`config.mk`:
```
export PLATFORM = sky130hd
export DESIGN_NAME = mem_bus_arbiter_flat
export DESIGN_NICKNAME = d
export VERILOG_FILES = /design/src/rtl/mem_bus_arbiter_if.sv /design/src/rtl/mem_bus_arbiter.sv /design/src/flat_wrapper.sv
export SDC_FILE = /design/constraint.sdc
export NUM_CORES = 1
export LEC_CHECK = 0
export BUFFER_PORTS_ARGS = -buffer_cell sky130_fd_sc_hd__buf_2
export CAP_MARGIN = 20
export CORE_AREA = 3 3 124 126
export DETAILED_ROUTE_END_ITERATION = 10
export DIE_AREA = 0 0 127 129
export PLACE_DENSITY = 0.72
export SYNTH_ARGS = -nofsm -noshare
export SYNTH_HDL_FRONTEND = slang
export SYNTH_SLANG_ARGS = --single-unit
```
`constraint.sdc`:
```
create_clock -name clk -period 1.8 [get_ports clk]
set_input_delay 0.54 -clock clk [delete_from_list [all_inputs] [get_ports clk]]
set_output_delay 0.54 -clock clk [all_outputs]
set_load 0.1 [all_outputs]
```
`src/rtl/mem_bus_arbiter_if.sv`:
```
// Bus bundle between the requesters, the round-robin arbiter and the single-port RAM slave.
// master = arbiter side; slave = requesters plus RAM side.
interface mem_bus_arbiter_if #(
  parameter int NUM_REQ = 4
);
  logic [NUM_REQ-1:0]    req;
  logic [NUM_REQ-1:0]    req_rw;
  logic [NUM_REQ*16-1:0] req_addr;
  logic [NUM_REQ*32-1:0] req_wdata;
  logic [NUM_REQ-1:0]    gnt;
  logic [NUM_REQ-1:0]    done;
  logic [31:0]           rdata;
  logic                  err;
  logic                  mem_cs;
  logic                  mem_rw;
  logic [15:0]           mem_addr;
  logic [31:0]           mem_wdata;
  logic                  mem_ready;
  logic [31:0]           mem_rdata;

  modport master (
    input  req, req_rw, req_addr, req_wdata, mem_ready, mem_rdata,
    output gnt, done, rdata, err, mem_cs, mem_rw, mem_addr, mem_wdata
  );

  modport slave (
    output req, req_rw, req_addr, req_wdata, mem_ready, mem_rdata,
    input  gnt, done, rdata, err, mem_cs, mem_rw, mem_addr, mem_wdata
  );
endinterface

```
`src/rtl/mem_bus_arbiter.sv`:
```
// Round-robin arbiter sharing one single-port 32-bit RAM slave among NUM_REQ requesters.
// Optional ready timeout with abort flag enabled by defining MEM_BUS_ARBITER_TIMEOUT_EN.
module mem_bus_arbiter #(
  parameter int NUM_REQ = 4
`ifdef MEM_BUS_ARBITER_TIMEOUT_EN
  ,
  parameter int TIMEOUT_CYC = 15
`endif
) (
  input  logic              clk,
  input  logic              reset,
  mem_bus_arbiter_if.master bus
);
  localparam int PW = $clog2(NUM_REQ);

  typedef enum logic [1:0] {IDLE = 2'd0, ACCESS = 2'd1, RELEASE = 2'd2} state_t;

  state_t               r_state, w_state_nxt;
  logic [PW-1:0]        r_ptr, w_ptr_nxt;
  logic [PW-1:0]        r_win, w_win_nxt;
  logic [PW-1:0]        w_pick, w_idx;
  logic                 w_found;
  logic [NUM_REQ-1:0]   r_gnt, w_gnt_nxt;
  logic [NUM_REQ-1:0]   r_done, w_done_nxt;
  logic [31:0]          r_rdata, w_rdata_nxt;
  logic                 r_cs, w_cs_nxt;
  logic                 r_rw, w_rw_nxt;
  logic [15:0]          r_addr, w_addr_nxt;
  logic [31:0]          r_wdata, w_wdata_nxt;
  logic                 w_timeout;
  logic [15:0]          w_addr_a  [NUM_REQ];
  logic [31:0]          w_wdata_a [NUM_REQ];

  for (genvar g = 0; g < NUM_REQ; g++) begin : g_unpack
    assign w_addr_a[g]  = bus.req_addr[16*g +: 16];
    assign w_wdata_a[g] = bus.req_wdata[32*g +: 32];
  end

  // First requesting bit at or above the pointer, wrapping modulo NUM_REQ
  always_comb begin
    w_found = 1'b0;
    w_pick  = r_ptr;
    w_idx   = r_ptr;
    for (int k = 0; k < NUM_REQ; k++) begin
      w_idx = PW'((int'(r_ptr) + k) % NUM_REQ);
      if (!w_found && bus.req[w_idx]) begin
        w_found = 1'b1;
        w_pick  = w_idx;
      end
    end
  end

`ifdef MEM_BUS_ARBITER_TIMEOUT_EN
  localparam int CW = $clog2(TIMEOUT_CYC + 1);
  logic [CW-1:0] r_cnt;
  logic          r_err;

  // Counter sits at zero outside ACCESS, so it starts cleared on every grant
  assign w_timeout = (r_state == ACCESS) && (r_cnt == CW'(TIMEOUT_CYC - 1));

  always_ff @(posedge clk or negedge reset) begin
    if (!reset) begin
      r_cnt <= '0;
      r_err <= 1'b0;
    end else begin
      r_cnt <= (r_state == ACCESS) ? r_cnt + CW'(1) : '0;
      if (w_timeout && !bus.mem_ready) r_err <= 1'b1;
      else if (r_state == RELEASE)     r_err <= 1'b0;
    end
  end

  assign bus.err = r_err;
`else
  assign w_timeout = 1'b0;
  assign bus.err   = 1'b0;
`endif

  always_ff @(posedge clk or negedge reset) begin
    if (!reset) begin
      r_state <= IDLE;
      r_ptr   <= '0;
      r_win   <= '0;
      r_gnt   <= '0;
      r_done  <= '0;
      r_rdata <= '0;
      r_cs    <= 1'b0;
      r_rw    <= 1'b0;
      r_addr  <= '0;
      r_wdata <= '0;
    end else begin
      r_state <= w_state_nxt;
      r_ptr   <= w_ptr_nxt;
      r_win   <= w_win_nxt;
      r_gnt   <= w_gnt_nxt;
      r_done  <= w_done_nxt;
      r_rdata <= w_rdata_nxt;
      r_cs    <= w_cs_nxt;
      r_rw    <= w_rw_nxt;
      r_addr  <= w_addr_nxt;
      r_wdata <= w_wdata_nxt;
    end
  end

  always_comb begin
    w_state_nxt = r_state;
    case (r_state)
      IDLE:    if (w_found) w_state_nxt = ACCESS;
      ACCESS:  if (bus.mem_ready || w_timeout) w_state_nxt = RELEASE;
      RELEASE: w_state_nxt = IDLE;
      default: w_state_nxt = IDLE;
    endcase
  end

  always_comb begin
    w_ptr_nxt   = r_ptr;
    w_win_nxt   = r_win;
    w_gnt_nxt   = r_gnt;
    w_done_nxt  = r_done;
    w_rdata_nxt = r_rdata;
    w_cs_nxt    = r_cs;
    w_rw_nxt    = r_rw;
    w_addr_nxt  = r_addr;
    w_wdata_nxt = r_wdata;
    case (r_state)
      IDLE: begin
        if (w_found) begin
          w_win_nxt   = w_pick;
          w_gnt_nxt   = NUM_REQ'(1) << w_pick;
          w_cs_nxt    = 1'b1;
          w_rw_nxt    = bus.req_rw[w_pick];
          w_addr_nxt  = w_addr_a[w_pick];
          w_wdata_nxt = w_wdata_a[w_pick];
        end
      end
      ACCESS: begin
        // A ready arriving on the timeout cycle still completes normally
        if (bus.mem_ready) begin
          w_done_nxt  = r_gnt;
          w_cs_nxt    = 1'b0;
          w_rdata_nxt = r_rw ? bus.mem_rdata : 32'h0;
        end else if (w_timeout) begin
          w_done_nxt  = r_gnt;
          w_cs_nxt    = 1'b0;
          w_rdata_nxt = 32'hDEAD_BEEF;
        end
      end
      RELEASE: begin
        w_ptr_nxt   = (r_win == PW'(NUM_REQ - 1)) ? '0 : r_win + PW'(1);
        w_gnt_nxt   = '0;
        w_done_nxt  = '0;
        w_rdata_nxt = '0;
        w_cs_nxt    = 1'b0;
        w_rw_nxt    = 1'b0;
        w_addr_nxt  = '0;
        w_wdata_nxt = '0;
      end
      default: ;
    endcase
  end

  assign bus.gnt       = r_gnt;
  assign bus.done      = r_done;
  assign bus.rdata     = r_rdata;
  assign bus.mem_cs    = r_cs;
  assign bus.mem_rw    = r_rw;
  assign bus.mem_addr  = r_addr;
  assign bus.mem_wdata = r_wdata;
endmodule

```
`src/flat_wrapper.sv`:
```
// flat-port wrapper written by rule: the top's interface ports become plain ports
module mem_bus_arbiter_flat 
#(
  parameter int NUM_REQ = 4

)
  (clk, reset, bus_req, bus_req_rw, bus_req_addr, bus_req_wdata, bus_mem_ready, bus_mem_rdata, bus_gnt, bus_done, bus_rdata, bus_err, bus_mem_cs, bus_mem_rw, bus_mem_addr, bus_mem_wdata);
  mem_bus_arbiter_if #(.NUM_REQ(NUM_REQ)) bus_i ();
  input  logic clk;
  input  logic reset;
  input wire logic [$bits(bus_i.req)-1:0] bus_req;
  input wire logic [$bits(bus_i.req_rw)-1:0] bus_req_rw;
  input wire logic [$bits(bus_i.req_addr)-1:0] bus_req_addr;
  input wire logic [$bits(bus_i.req_wdata)-1:0] bus_req_wdata;
  input wire logic [$bits(bus_i.mem_ready)-1:0] bus_mem_ready;
  input wire logic [$bits(bus_i.mem_rdata)-1:0] bus_mem_rdata;
  output wire logic [$bits(bus_i.gnt)-1:0] bus_gnt;
  output wire logic [$bits(bus_i.done)-1:0] bus_done;
  output wire logic [$bits(bus_i.rdata)-1:0] bus_rdata;
  output wire logic [$bits(bus_i.err)-1:0] bus_err;
  output wire logic [$bits(bus_i.mem_cs)-1:0] bus_mem_cs;
  output wire logic [$bits(bus_i.mem_rw)-1:0] bus_mem_rw;
  output wire logic [$bits(bus_i.mem_addr)-1:0] bus_mem_addr;
  output wire logic [$bits(bus_i.mem_wdata)-1:0] bus_mem_wdata;
  assign bus_i.req = bus_req;
  assign bus_i.req_rw = bus_req_rw;
  assign bus_i.req_addr = bus_req_addr;
  assign bus_i.req_wdata = bus_req_wdata;
  assign bus_i.mem_ready = bus_mem_ready;
  assign bus_i.mem_rdata = bus_mem_rdata;
  assign bus_gnt = bus_i.gnt;
  assign bus_done = bus_i.done;
  assign bus_rdata = bus_i.rdata;
  assign bus_err = bus_i.err;
  assign bus_mem_cs = bus_i.mem_cs;
  assign bus_mem_rw = bus_i.mem_rw;
  assign bus_mem_addr = bus_i.mem_addr;
  assign bus_mem_wdata = bus_i.mem_wdata;
  mem_bus_arbiter #(.NUM_REQ(NUM_REQ)) u_core (.clk(clk), .reset(reset), .bus(bus_i));
endmodule
```
# After elaboration in Yosys (flattened, before gate mapping)
# Index checks and enable logic that the tools add are counted.
[totals] rom_bits=0 input_bits=235 latchBits=0 n_memories=0 register_bits=96 ramBits=0 out_inout_bits=91
[op_classes] add_sub_neg=4 bitwise=1 multipliers=0 n_div=0 reduce_logical=15 muxes=43 order_cmp=6 n_shift=1 n_eq_ne=5
[op_table] operator="32-bit two-way mux" count=5
[op_table] operator="32-bit one-hot mux with 2 select lines" count=2
[op_table] operator="32-bit binary-select mux with 2-bit select" count=1
[op_table] operator="16-bit two-way mux" count=3
[op_table] operator="16-bit binary-select mux with 2-bit select" count=1
[op_table] operator="16-bit one-hot mux with 2 select lines" count=1
[op_table] operator="4-bit one-hot mux with 2 select lines" count=2
[op_table] operator="2-bit by 3-bit < comparator with 1-bit output (second input constant)" count=5
[op_table] operator="1-bit two-way mux" count=12
[op_table] operator="2-bit two-way mux" count=6
[op_table] operator="1-bit binary-select mux with 2-bit select" count=5
[op_table] operator="4-bit two-way mux" count=2
[op_table] operator="2-bit AND reduction" count=4
[op_table] operator="2-bit by 1-bit adder with 2-bit output (second input constant)" count=2
[op_table] operator="2-bit adder (second input constant)" count=2
[op_table] operator="2-bit == test (second input constant)" count=2
[op_table] operator="2-bit one-hot mux with 2 select lines" count=1
[op_table] operator="2-bit nonzero test" count=2
[op_table] operator="1-bit by 2-bit << shifter with 4-bit output (first input constant)" count=1
[op_table] operator="3-bit >= comparator (second input constant)" count=1
[op_table] operator="1-bit logical AND" count=3
[op_table] operator="1-bit zero test" count=3
[op_table] operator="2-bit NOT with 3-bit output" count=1
[op_table] operator="1-bit one-hot mux with 3 select lines" count=1
[op_table] operator="7 further kinds" count=7

# Depth between registers and ports, before layout
# Gate-level depths: netlist (run 1).
[logic_depth] depth_word=18 ltp_mapped=10 depth_no_buf=7

# Worst setup path before layout (run 1)
# OpenSTA, ideal clock, no wires.
[synth_path] kind="input-to-reg" start="in bus_req[1]" end="reg u_core.r_wdata[10], in the netlist u_core.bus.mem_wdata[10]" setup_ns=0.126 required_time_ns=1.674 n_path_buf=3 stages=7 setup_slack_ns=-0.174 t_arrival_ns=1.848 cell_sequence="o41ai_4 nor2_2 buf_2 and2_4 buf_6 buf_6 a221o_1"
[synth_between] elab_chain_cells=18 elab_cells_between_ends=29
[synth_lines] item="start: declaration" line_no="flat_wrapper.sv:11" rtl="input wire logic [$bits(bus_i.req)-1:0] bus_req;"
[synth_lines] item="1-bit binary-select mux with 2-bit select" line_no="mem_bus_arbiter.sv:46" rtl="if (!w_found && bus.req[w_idx]) begin"
[synth_lines] item="1-bit two-way mux (implied by the code)" line_no="mem_bus_arbiter.sv:46"
[synth_lines] item="1-bit two-way mux" line_no="mem_bus_arbiter.sv:46"
[synth_lines] item="1-bit zero test" line_no="mem_bus_arbiter.sv:46"
[synth_lines] item="1-bit logical AND" line_no="mem_bus_arbiter.sv:46"
[synth_lines] item="1-bit two-way mux" line_no="mem_bus_arbiter.sv:46"
[synth_lines] item="1-bit zero test" line_no="mem_bus_arbiter.sv:46"
[synth_lines] item="1-bit logical AND" line_no="mem_bus_arbiter.sv:46"
[synth_lines] item="1-bit two-way mux" line_no="mem_bus_arbiter.sv:46"
[synth_lines] item="1-bit zero test" line_no="mem_bus_arbiter.sv:46"
[synth_lines] item="1-bit logical AND" line_no="mem_bus_arbiter.sv:46"
[synth_lines] item="2-bit two-way mux" line_no="mem_bus_arbiter.sv:46"
[synth_lines] item="2-bit NOT with 3-bit output (implied by the code)" line_no="mem_bus_arbiter.sv:132" rtl="w_wdata_nxt = w_wdata_a[w_pick];"
[synth_lines] item="32-bit binary-select mux with 2-bit select" line_no="mem_bus_arbiter.sv:132"
[synth_lines] item="32-bit two-way mux (implied by the code) (2 in series)" line_no="mem_bus_arbiter.sv:132"
[synth_lines] item="32-bit two-way mux" line_no="mem_bus_arbiter.sv:126" rtl="if (w_found) begin"
[synth_lines] item="32-bit one-hot mux with 2 select lines" line_no="mem_bus_arbiter.sv:124" rtl="case (r_state)"
[synth_lines] item="end signal: assignment" line_no="mem_bus_arbiter.sv:100" rtl="r_wdata <= w_wdata_nxt;"
[synth_lines] item="end: declaration" line_no="mem_bus_arbiter.sv:29" rtl="logic [31:0] r_wdata, w_wdata_nxt;"
# Several ways; a longest one is shown, not always the timed one. The select of a mux whose other input is x is not followed.
# A chain may end at the register's enable or synchronous reset.

# Final worst setup path (run 1)
[layout_path] start="in bus_req[2]" end="reg u_core.r_wdata[8], in the netlist u_core.bus.mem_wdata[8]"
# Same word-level chain as after synthesis.

==> results, run 1 <==
- The flow ran to the end, but the final reports show violations.
- The checks that failed: negative setup slack.
- In this run, synthesis inferred 0 flip-flops with an integrated enable.
- In this run the worst path has a maximum fanout of 13.
- The H-tree was split into 3 levels.
- The clock slew at the register clock pins of the worst setup and hold paths is 0.06 ns.
- By area, the combinational part of the netlist is dominated by compound AO/OA/AOI/OAI gates.
- In this run the tightest slew margin relative to its limit is 65.7%.
- For this run, the share of the core covered by cells in the final layout is 58.4%.
- The post-route non-filler standard cell count is 1131.
- For this block, the via count after detailed routing is 6208.
- Of the total synthesized cell area, the portion taken by XOR and XNOR cells is 0%.
- By startpoint and endpoint, the worst setup path is classified as in -> reg.
- The number of warnings reported in the yosys synthesis log is 0.
- Summing the areas of all fa, ha and maj instances in the mapped netlist gives 1.16% of the synthesized area.
- The number of iterations in the first detailed-routing pass is 4.
- The number of antenna-violating nets in the routed design is 0.
- In the synthesized netlist the dominant register cell turns out to be sky130_fd_sc_hd__dfrtp_1.
- The sort of element at the start of the critical path is an input port.
- The synthesized netlist devotes 31.0% of its cell area to compound gates.
- Counting tap cells, the placed design contains a total of 1098 instances.
- The cell area after technology mapping is 5370 um^2.
- In the finished design, the share of the clock period the worst path needs comes to 104%.
- Across the routed clock network, the largest skew measured is 0.0120 ns.
- The CTS tree is built.
- The tool flagged a number of max-cap violations equal to 0.
- The post-synthesis simple-gate area fraction is 15.8%.
- Clock tree synthesis selected as its root buffer the cell sky130_fd_sc_hd__clkbuf_16.
- The routability-driven placement congestion ratio is 0.840.
- The element type at the critical path end is a flop.
- The data required time of the critical path is 2.03 ns.
- Of the cells placed in the final design, the portion with a size suffix greater than 1 is 48.2%.
- Once the floorplan was initialized, standard cells occupied 37.2% of the core.
- Entering global routing, the biggest net connects 73 pins.
- At the later pin of the worst-skew pair, clock insertion delay measures 0.35 ns.
- The sequential element share of the synthesized area is 44.7%.
- The number of violations reported at the end of detailed-routing iteration 0 is 358.
- In this run the tool buffered the top-level ports with 324 buffer cells.
- The power density of the placed cells is 2190 nW/um^2.
- The flip-flop and latch count after synthesis is 96.
- The routed design has 21200 um of wire.
- At the pin with the least slew margin, the transition time is 0.518 ns.
- In this run, distinct cell masters in the synthesized netlist total 40.
- The number of ports placed on the die boundary is 326.
- Setup repair after global routing could not meet its margin everywhere.
- In the final routed layout, each cell accounts on average for 18.7 um.
- The shortest clock period the worst path allows after layout is 1.87 ns.
- Multiplexer cells account for 0.606% of the synthesized area.
- The die outline height is 129 um.
- The CTS buffer count is 9.
- The detailed-route DRC error count is 0.
- The floorplan step defined a die boundary enclosing 16400 um^2.
- The synthesized area divided by synthesized cell count is 9.04 um^2.
- Setup violations remaining at the end of the flow were counted as 48.
- The maximum root-to-sink buffer count is 2.
- The global routing usage summed across all routing layers is 23.4%.
- For this run, the post-layout net count is 1181.
- The via count of the first global-routing pass is 6033.
- Compared with the post-synthesis result, the final layout area differs by 56.8%.
- The max-slew violation count was 0.
- The final hold violation count is 0.
- For this run the aggregate overflow at the end of global routing stands at 0.
- The wire-length estimate of the detail-placed layout is 14800 um.
- Across the VDD grid, the largest voltage drop is 1490 uV.
- The first global-routing pass estimated 30700 um of wire.
- The net count of the mapped netlist is 834.
- The top achievable clock speed is 535 MHz.
- The number of sinks driven by the clock tree is 96.
- The area of the core is 14400 um^2.
- At the worst endpoint, the arrival time is 2.09 ns.
- In the synthesized netlist, the number of instances is 594.
- In the synthesized netlist the async set-or-reset flop fraction comes to 100%.
- The path class of the tightest hold or removal check is in -> async.
- The average vias per placed instance is 5.49.
- Measured along the x axis, the die boundary spans 127 um.
- The initialized floorplan defines 44 standard-cell rows.
- The worst hold slack is 0.131 ns.
- The post-placement worst setup slack is -0.343 ns.
- The initial antenna violation count is 1.
- After routing, the total negative slack on setup checks comes to -2.01 ns.
- The setup slack after layout is -0.0683 ns.
- Summed over all cells, the static leakage comes to 4.10 nW.
## layer usage
| layer | GRT usage (%) | wire length, um | vias up |
|---|---|---|---|
| met1 | 29.3 | 8360 | 2916 |
| met2 | 39.8 | 10500 | 334 |
| met3 | 4.94 | 1730 | 43 |
| li1 | - | - | 2915 |
| met4 | 8.96 | 539 | 0 |
| met5 | 0 | 0 | - |
## path summary, 6_finish.rpt
path                                                   from                                   end  slack (ns)  cells past startpoint
max in group asynchronous                             reset    u_core.bus.mem_addr[7]$_DFFE_PN0P_        1.14                      2
hold reg to reg            u_core.bus.rdata[16]$_DFFE_PN0P_      u_core.bus.rdata[16]$_DFFE_PN0P_        0.48                      2
setup reg to reg              u_core.r_state[0]$_DFFE_PN0P_   u_core.bus.mem_wdata[8]$_DFFE_PN0P_       -0.01                      8
min in group clk                          bus_req_wdata[14]  u_core.bus.mem_wdata[14]$_DFFE_PN0P_        0.41                      2
setup / recovery                                 bus_req[2]   u_core.bus.mem_wdata[8]$_DFFE_PN0P_       -0.07                      7
hold / removal                                        reset       u_core.bus.rdata[6]$_DFFE_PN0P_        0.13                      1
## state kept, by name (all words and copies together) (netlist names)
| name | flops |
|---|---|
| u_core.bus.mem_addr | 16 |
| u_core.r_state | 2 |
| u_core.bus.mem_cs | 1 |
| u_core.bus.rdata | 32 |
| u_core.bus.gnt | 4 |
| u_core.bus.mem_wdata | 32 |
| u_core.r_win | 2 |
| u_core.bus.done | 4 |
| u_core.r_ptr | 2 |
| u_core.bus.mem_rw | 1 |
## placed cells by master (no fill, tap or decap), types with 5 or more instances in the layout
| master | instances |
|---|---|
| sky130_fd_sc_hd__o2111ai_2 | 12 |
| sky130_fd_sc_hd__buf_12 | 22 |
| sky130_fd_sc_hd__buf_6 | 9 |
| sky130_fd_sc_hd__nand2_1 | 175 |
| sky130_fd_sc_hd__o211ai_1 | 50 |
| sky130_fd_sc_hd__a221o_1 | 49 |
| sky130_fd_sc_hd__o21ai_0 | 39 |
| sky130_fd_sc_hd__nor2_1 | 9 |
| sky130_fd_sc_hd__o2111ai_1 | 37 |
| sky130_fd_sc_hd__nand2b_1 | 5 |
| sky130_fd_sc_hd__buf_2 | 320 |
| sky130_fd_sc_hd__buf_4 | 44 |
| sky130_fd_sc_hd__clkbuf_16 | 16 |
| sky130_fd_sc_hd__dfrtp_1 | 95 |
## Yosys cell counts, types with 2 or more instances
cell                        instances  area [um^2]
sky130_fd_sc_hd__nor3_1             4         20.0
sky130_fd_sc_hd__mux2_2             2         22.5
sky130_fd_sc_hd__nor2_1             9         33.8
sky130_fd_sc_hd__dfrtp_1           96         2400
sky130_fd_sc_hd__ha_1               5         62.6
sky130_fd_sc_hd__o31ai_1            2         15.0
sky130_fd_sc_hd__buf_2             21          105
sky130_fd_sc_hd__o22ai_1            3         18.8
sky130_fd_sc_hd__nand2b_1           6         37.5
sky130_fd_sc_hd__inv_1              2         7.51
sky130_fd_sc_hd__o211ai_1          50          375
sky130_fd_sc_hd__o21ai_0           39          195
sky130_fd_sc_hd__a221o_1           49          490
sky130_fd_sc_hd__nand2_1          178          668
sky130_fd_sc_hd__a21o_1             3         22.5
sky130_fd_sc_hd__o2111ai_1         49          429
sky130_fd_sc_hd__nor2b_1            4         25.0
sky130_fd_sc_hd__buf_6              8         90.1
sky130_fd_sc_hd__o21ai_1            2         10.0
sky130_fd_sc_hd__clkbuf_1          38          143
sky130_fd_sc_hd__a21oi_1            5         25.0
## layout make-up
class	count	area [um^2]
Antenna cell	1	2.50
Sequential cell	96	2400
Multi-Input combinational cell	428	2800
Timing Repair Buffer	404	2690
Clock buffer	12	256
Tap cell	184	230
Inverter	2	7.51
Fill cell	1299	6000
Clock inverter	4	27.5
## timing repair
action,in CTS,in global routing
hold buffers,0,0
setup endpoints to repair,49,51
gates resized for setup,13,29
pin swaps,2,16
gates cloned,1,7
endpoints found under the hold margin,0,0
setup buffers,2,6
## power by group
part	switching (mW)	internal, mW
clock network	0.861	1.02
registers	0.477	2.99
logic	9.23	3.87
## cell families after synthesis
kind of cell | count (synthesis)
AND/OR/NAND/NOR | 209
flip-flops | 96
multiplexers | 3
AO/OA/AOI/OAI | 210
buffers and inverters | 70
adder cells (fa/ha/maj) | 5
other | 1
## worst max-delay path, cell delays in order
cell and delay, ns:
sky130_fd_sc_hd__buf_8 0.10, sky130_fd_sc_hd__o41ai_4 0.45, sky130_fd_sc_hd__nor2_4 0.09, sky130_fd_sc_hd__buf_12 0.15, sky130_fd_sc_hd__and3_4 0.22, sky130_fd_sc_hd__clkbuf_16 0.20
sky130_fd_sc_hd__a221o_1 0.34
## through the flow
stage,instance area [um^2],power [mW]
6_report,8420,18.4
5_1_grt,8420,19.4
4_1_cts,8050,17.6
3_5_place_dp,7660,15.5
3_3_place_gp,7660,15.4
2_1_floorplan,5380,12.5
No activity file was read; power rests on OpenSTA's default activity.
==> run 2, diff against run 1 <==
--- a/config.mk
+++ b/config.mk
@@ -10,7 +10,8 @@
 export CORE_AREA = 3 3 124 126
 export DETAILED_ROUTE_END_ITERATION = 10
 export DIE_AREA = 0 0 127 129
-export PLACE_DENSITY = 0.72
+export GPL_TIMING_DRIVEN = 0
+export PLACE_DENSITY = 0.73
 export SYNTH_ARGS = -nofsm -noshare
 export SYNTH_HDL_FRONTEND = slang
 export SYNTH_SLANG_ARGS = --single-unit
==> run 2 against run 1 <==
  * Combinational power is essentially flat
  * Flip-flop and latch count is the same
  * Count of clock-buffer cells in the layout is the same
  * Global-route usage grew 1.2 points
  * The run still ends with negative setup slack left
  * Via count grew 1.5%
  * Largest power group unchanged
  * Sequential share of layout area shrank 0.14 points
  * Critical path type is now reg -> reg
==> results, run 2 (synthesis results as in run 1) <==
- In this run the number of H-tree levels came out at 3.
- The kind of cell with the highest combined delay on the critical path is compound AO/OA/AOI/OAI gates.
- The die outline height is 129 um.
- Once the floorplan was initialized, standard cells occupied 37.2% of the core.
- The cell total after placement is 1103.
- Across all hold checks on the routed design, the worst slack comes to 0.153 ns.
- The via count of the first global-routing pass is 6062.
- The detailed-route DRC error count is 0.
- The tree is rooted in a sky130_fd_sc_hd__clkbuf_16.
- The maximum number of pins on one net before global-route repair is 62.
- IR analysis of the VDD net gives a maximum drop of 1200 uV.
- The final total negative setup slack is -3.92 ns.
- STA puts the critical path data arrival time at 2.15 ns.
- After detailed routing, the total wire length is 21800 um.
- The start of the worst register-to-register path is u_core.r_ptr[0]$_DFFE_PN0P_.
- The setup skew after layout is 0.00695 ns.
- After filler insertion, the fill cell instance count of the layout stands at 1303.
- The maximum root-to-sink buffer count is 2.
- The checks that failed: negative setup slack.
- The max-slew violation count is 0.
- Leaving out fill and tap cells, the most frequent cells in the layout are sky130_fd_sc_hd__buf_2, sky130_fd_sc_hd__nand2_1, sky130_fd_sc_hd__dfrtp_1, sky130_fd_sc_hd__o211ai_1, sky130_fd_sc_hd__a221o_1.
- The final count of negative-setup-slack endpoints is 49.
- The CTS buffer count is 9.
- For this run, the detailed router's first-pass iteration total came to 5.
- The final hold violation count is 0.
- The utilization of the core after routing is 58.7%.
- The post-placement worst setup slack is -0.870 ns.
- Clock-pin slew was measured on the worst setup and hold paths at 0.07 ns.
- Cells with a size suffix above 1 make up 50.2% of the layout.
- Setup repair after global routing could not meet its margin everywhere.
- The finished layout holds 1148 standard cells, fillers aside.
- The first global-routing pass estimated 31800 um of wire.
- The number of violations reported at the end of detailed-routing iteration 0 is 360.
- The tightest min-delay check is of the in -> async type.
- The data required time of the critical path is 2.02 ns.
- The later pin in the worst-skew pair is clocked with a latency of 0.35 ns.
- The global routing usage summed across all routing layers is 24.6%.
- Traced cell by cell, the critical path runs through buf_6 -> and2b_2 -> o22ai_2 -> a21boi_2 -> buf_6 -> buf_8 -> o211ai_1 -> a221o_1.
- The shortest clock period the worst path allows after layout is 1.93 ns.
- At the end of routability-driven placement, the weighted congestion stood at 0.866.
- The most critical setup path has its startpoint at u_core.r_ptr[0]$_DFFE_PN0P_.
- The wire-length estimate of the detail-placed layout is 15600 um.
- The most frequent cell on the critical path is sky130_fd_sc_hd__buf_6.
- The number of antenna-violating nets in the routed design is 0.
- Among all stages on the critical path, the largest delay is contributed by sky130_fd_sc_hd__dfrtp_1.
- The share of the clock period used by the worst path is 107%.
- The run finished, with violations left.
- In this run the worst path has a maximum fanout of 10.
- The row count is 44.
- TritonCTS built the clock tree.
- The overall die area is 16400 um^2.
- After detailed routing, the number of vias per cell comes to 5.49.
- The total area inside the core boundary comes to 14400 um^2.
- After detailed routing, the average wire length per cell comes to 19.0 um.
- After detailed placement, the total cell area comes to 7270 um^2.
- The power density of the placed cells is 2200 nW/um^2.
- The setup slack after layout is -0.135 ns.
- The number of ports placed on the die boundary is 326.
- The delay contributed by the slowest stage of the critical path is 0.39 ns.
- The total number of nets in the final design is 1195.
- The top achievable clock speed is 517 MHz.
- The most common library cell in the layout ignoring fill and taps is sky130_fd_sc_hd__buf_2.
- The final route contains 6301 vias.
- The completed layout was analyzed and its total power is 18.7 mW.
- The quantity of I/O buffers inserted on ports is 324.
- The start-to-end type of the worst setup path is reg -> reg.
- Measured against its own limit, the worst slew margin works out to 65.9%.
- The total of max-cap violations is 0.
- The initial antenna violation count is 4.
- Global routing finished with a remaining overflow of 0.
- The horizontal die dimension is 127 um.
- The number of sinks driven by the clock tree is 96.
- The final cell area excluding filler cells is 8470 um^2.
- The sort of element at the start of the critical path is a flop.
- Counting both buffers and inverters, the worst setup path holds a total of 3.
- For this design the static power due to leakage is 4.09 nW.
- The synthesis-to-layout area growth is 57.6%.
- For the pin with the worst max-slew slack, the measured transition is 0.515 ns.
- The element type at the critical path end is a flop.
run 2: cell types whose count changed in the layout (fill, tap and decap cells not counted), moves of 8 or more:
cell / previous run / this run
sky130_fd_sc_hd__buf_8: 1 / 11
sky130_fd_sc_hd__o2111ai_2: 12 / 24
sky130_fd_sc_hd__buf_4: 44 / 25
sky130_fd_sc_hd__buf_12: 22 / 1
sky130_fd_sc_hd__buf_6: 9 / 17
sky130_fd_sc_hd__o2111ai_1: 37 / 22
sky130_fd_sc_hd__buf_2: 320 / 328
sky130_fd_sc_hd__clkbuf_2: 0 / 10
sky130_fd_sc_hd__clkbuf_4: 0 / 15
run 2: what timing repair did:
action,in CTS,in global routing
resized for setup,136,41
setup buffers,10,8
endpoints found under the setup margin,89,88
cloned,3,6
pin swaps,14,34
hold buffers,0,0
run 2: area by class of cell:
cell class,count,area (um^2),share of cell area (%)
inverter,2,7.51,0.0887
clock buffer,12,246,2.91
timing repair buffer,351,1970,23.2
multi-input combinational,429,2930,34.6
antenna,4,10.0,0.118
sequential,96,2400,28.4
tap,184,230,2.72
buffer,66,638,7.54
clock inverter,4,27.5,0.325
run 2: report_power, final:
group | total, mW | internal (mW) | leakage, nW | switching [mW]
clock network | 1.85 | 0.984 | 0.137 | 0.867
registers | 3.42 | 2.99 | 1.24 | 0.431
logic | 13.4 | 3.97 | 2.71 | 9.42
run 2: final timing paths:
kind	end	slack (ns)	depth (start not counted)
max	u_core.bus.mem_addr[4]$_DFFE_PN0P_	-0.13	8
min	u_core.bus.rdata[6]$_DFFE_PN0P_	0.15	1
max reg2reg	u_core.bus.mem_addr[4]$_DFFE_PN0P_	-0.13	8
min reg2reg	u_core.bus.done[2]$_DFFE_PN0P_	0.48	2
max in group asynchronous	u_core.bus.mem_wdata[29]$_DFFE_PN0P_	0.96	2
min in group clk	u_core.bus.mem_wdata[25]$_DFFE_PN0P_	0.42	2
run 2: routing by layer:
metal	GRT usage [%]	share of wire (%)	up-vias
met1	30.5	39	2986
met3	5.48	8.1	40
met5	0	0	-
met2	41.7	50	315
met4	9.53	2.5	0
li1	-	-	2960
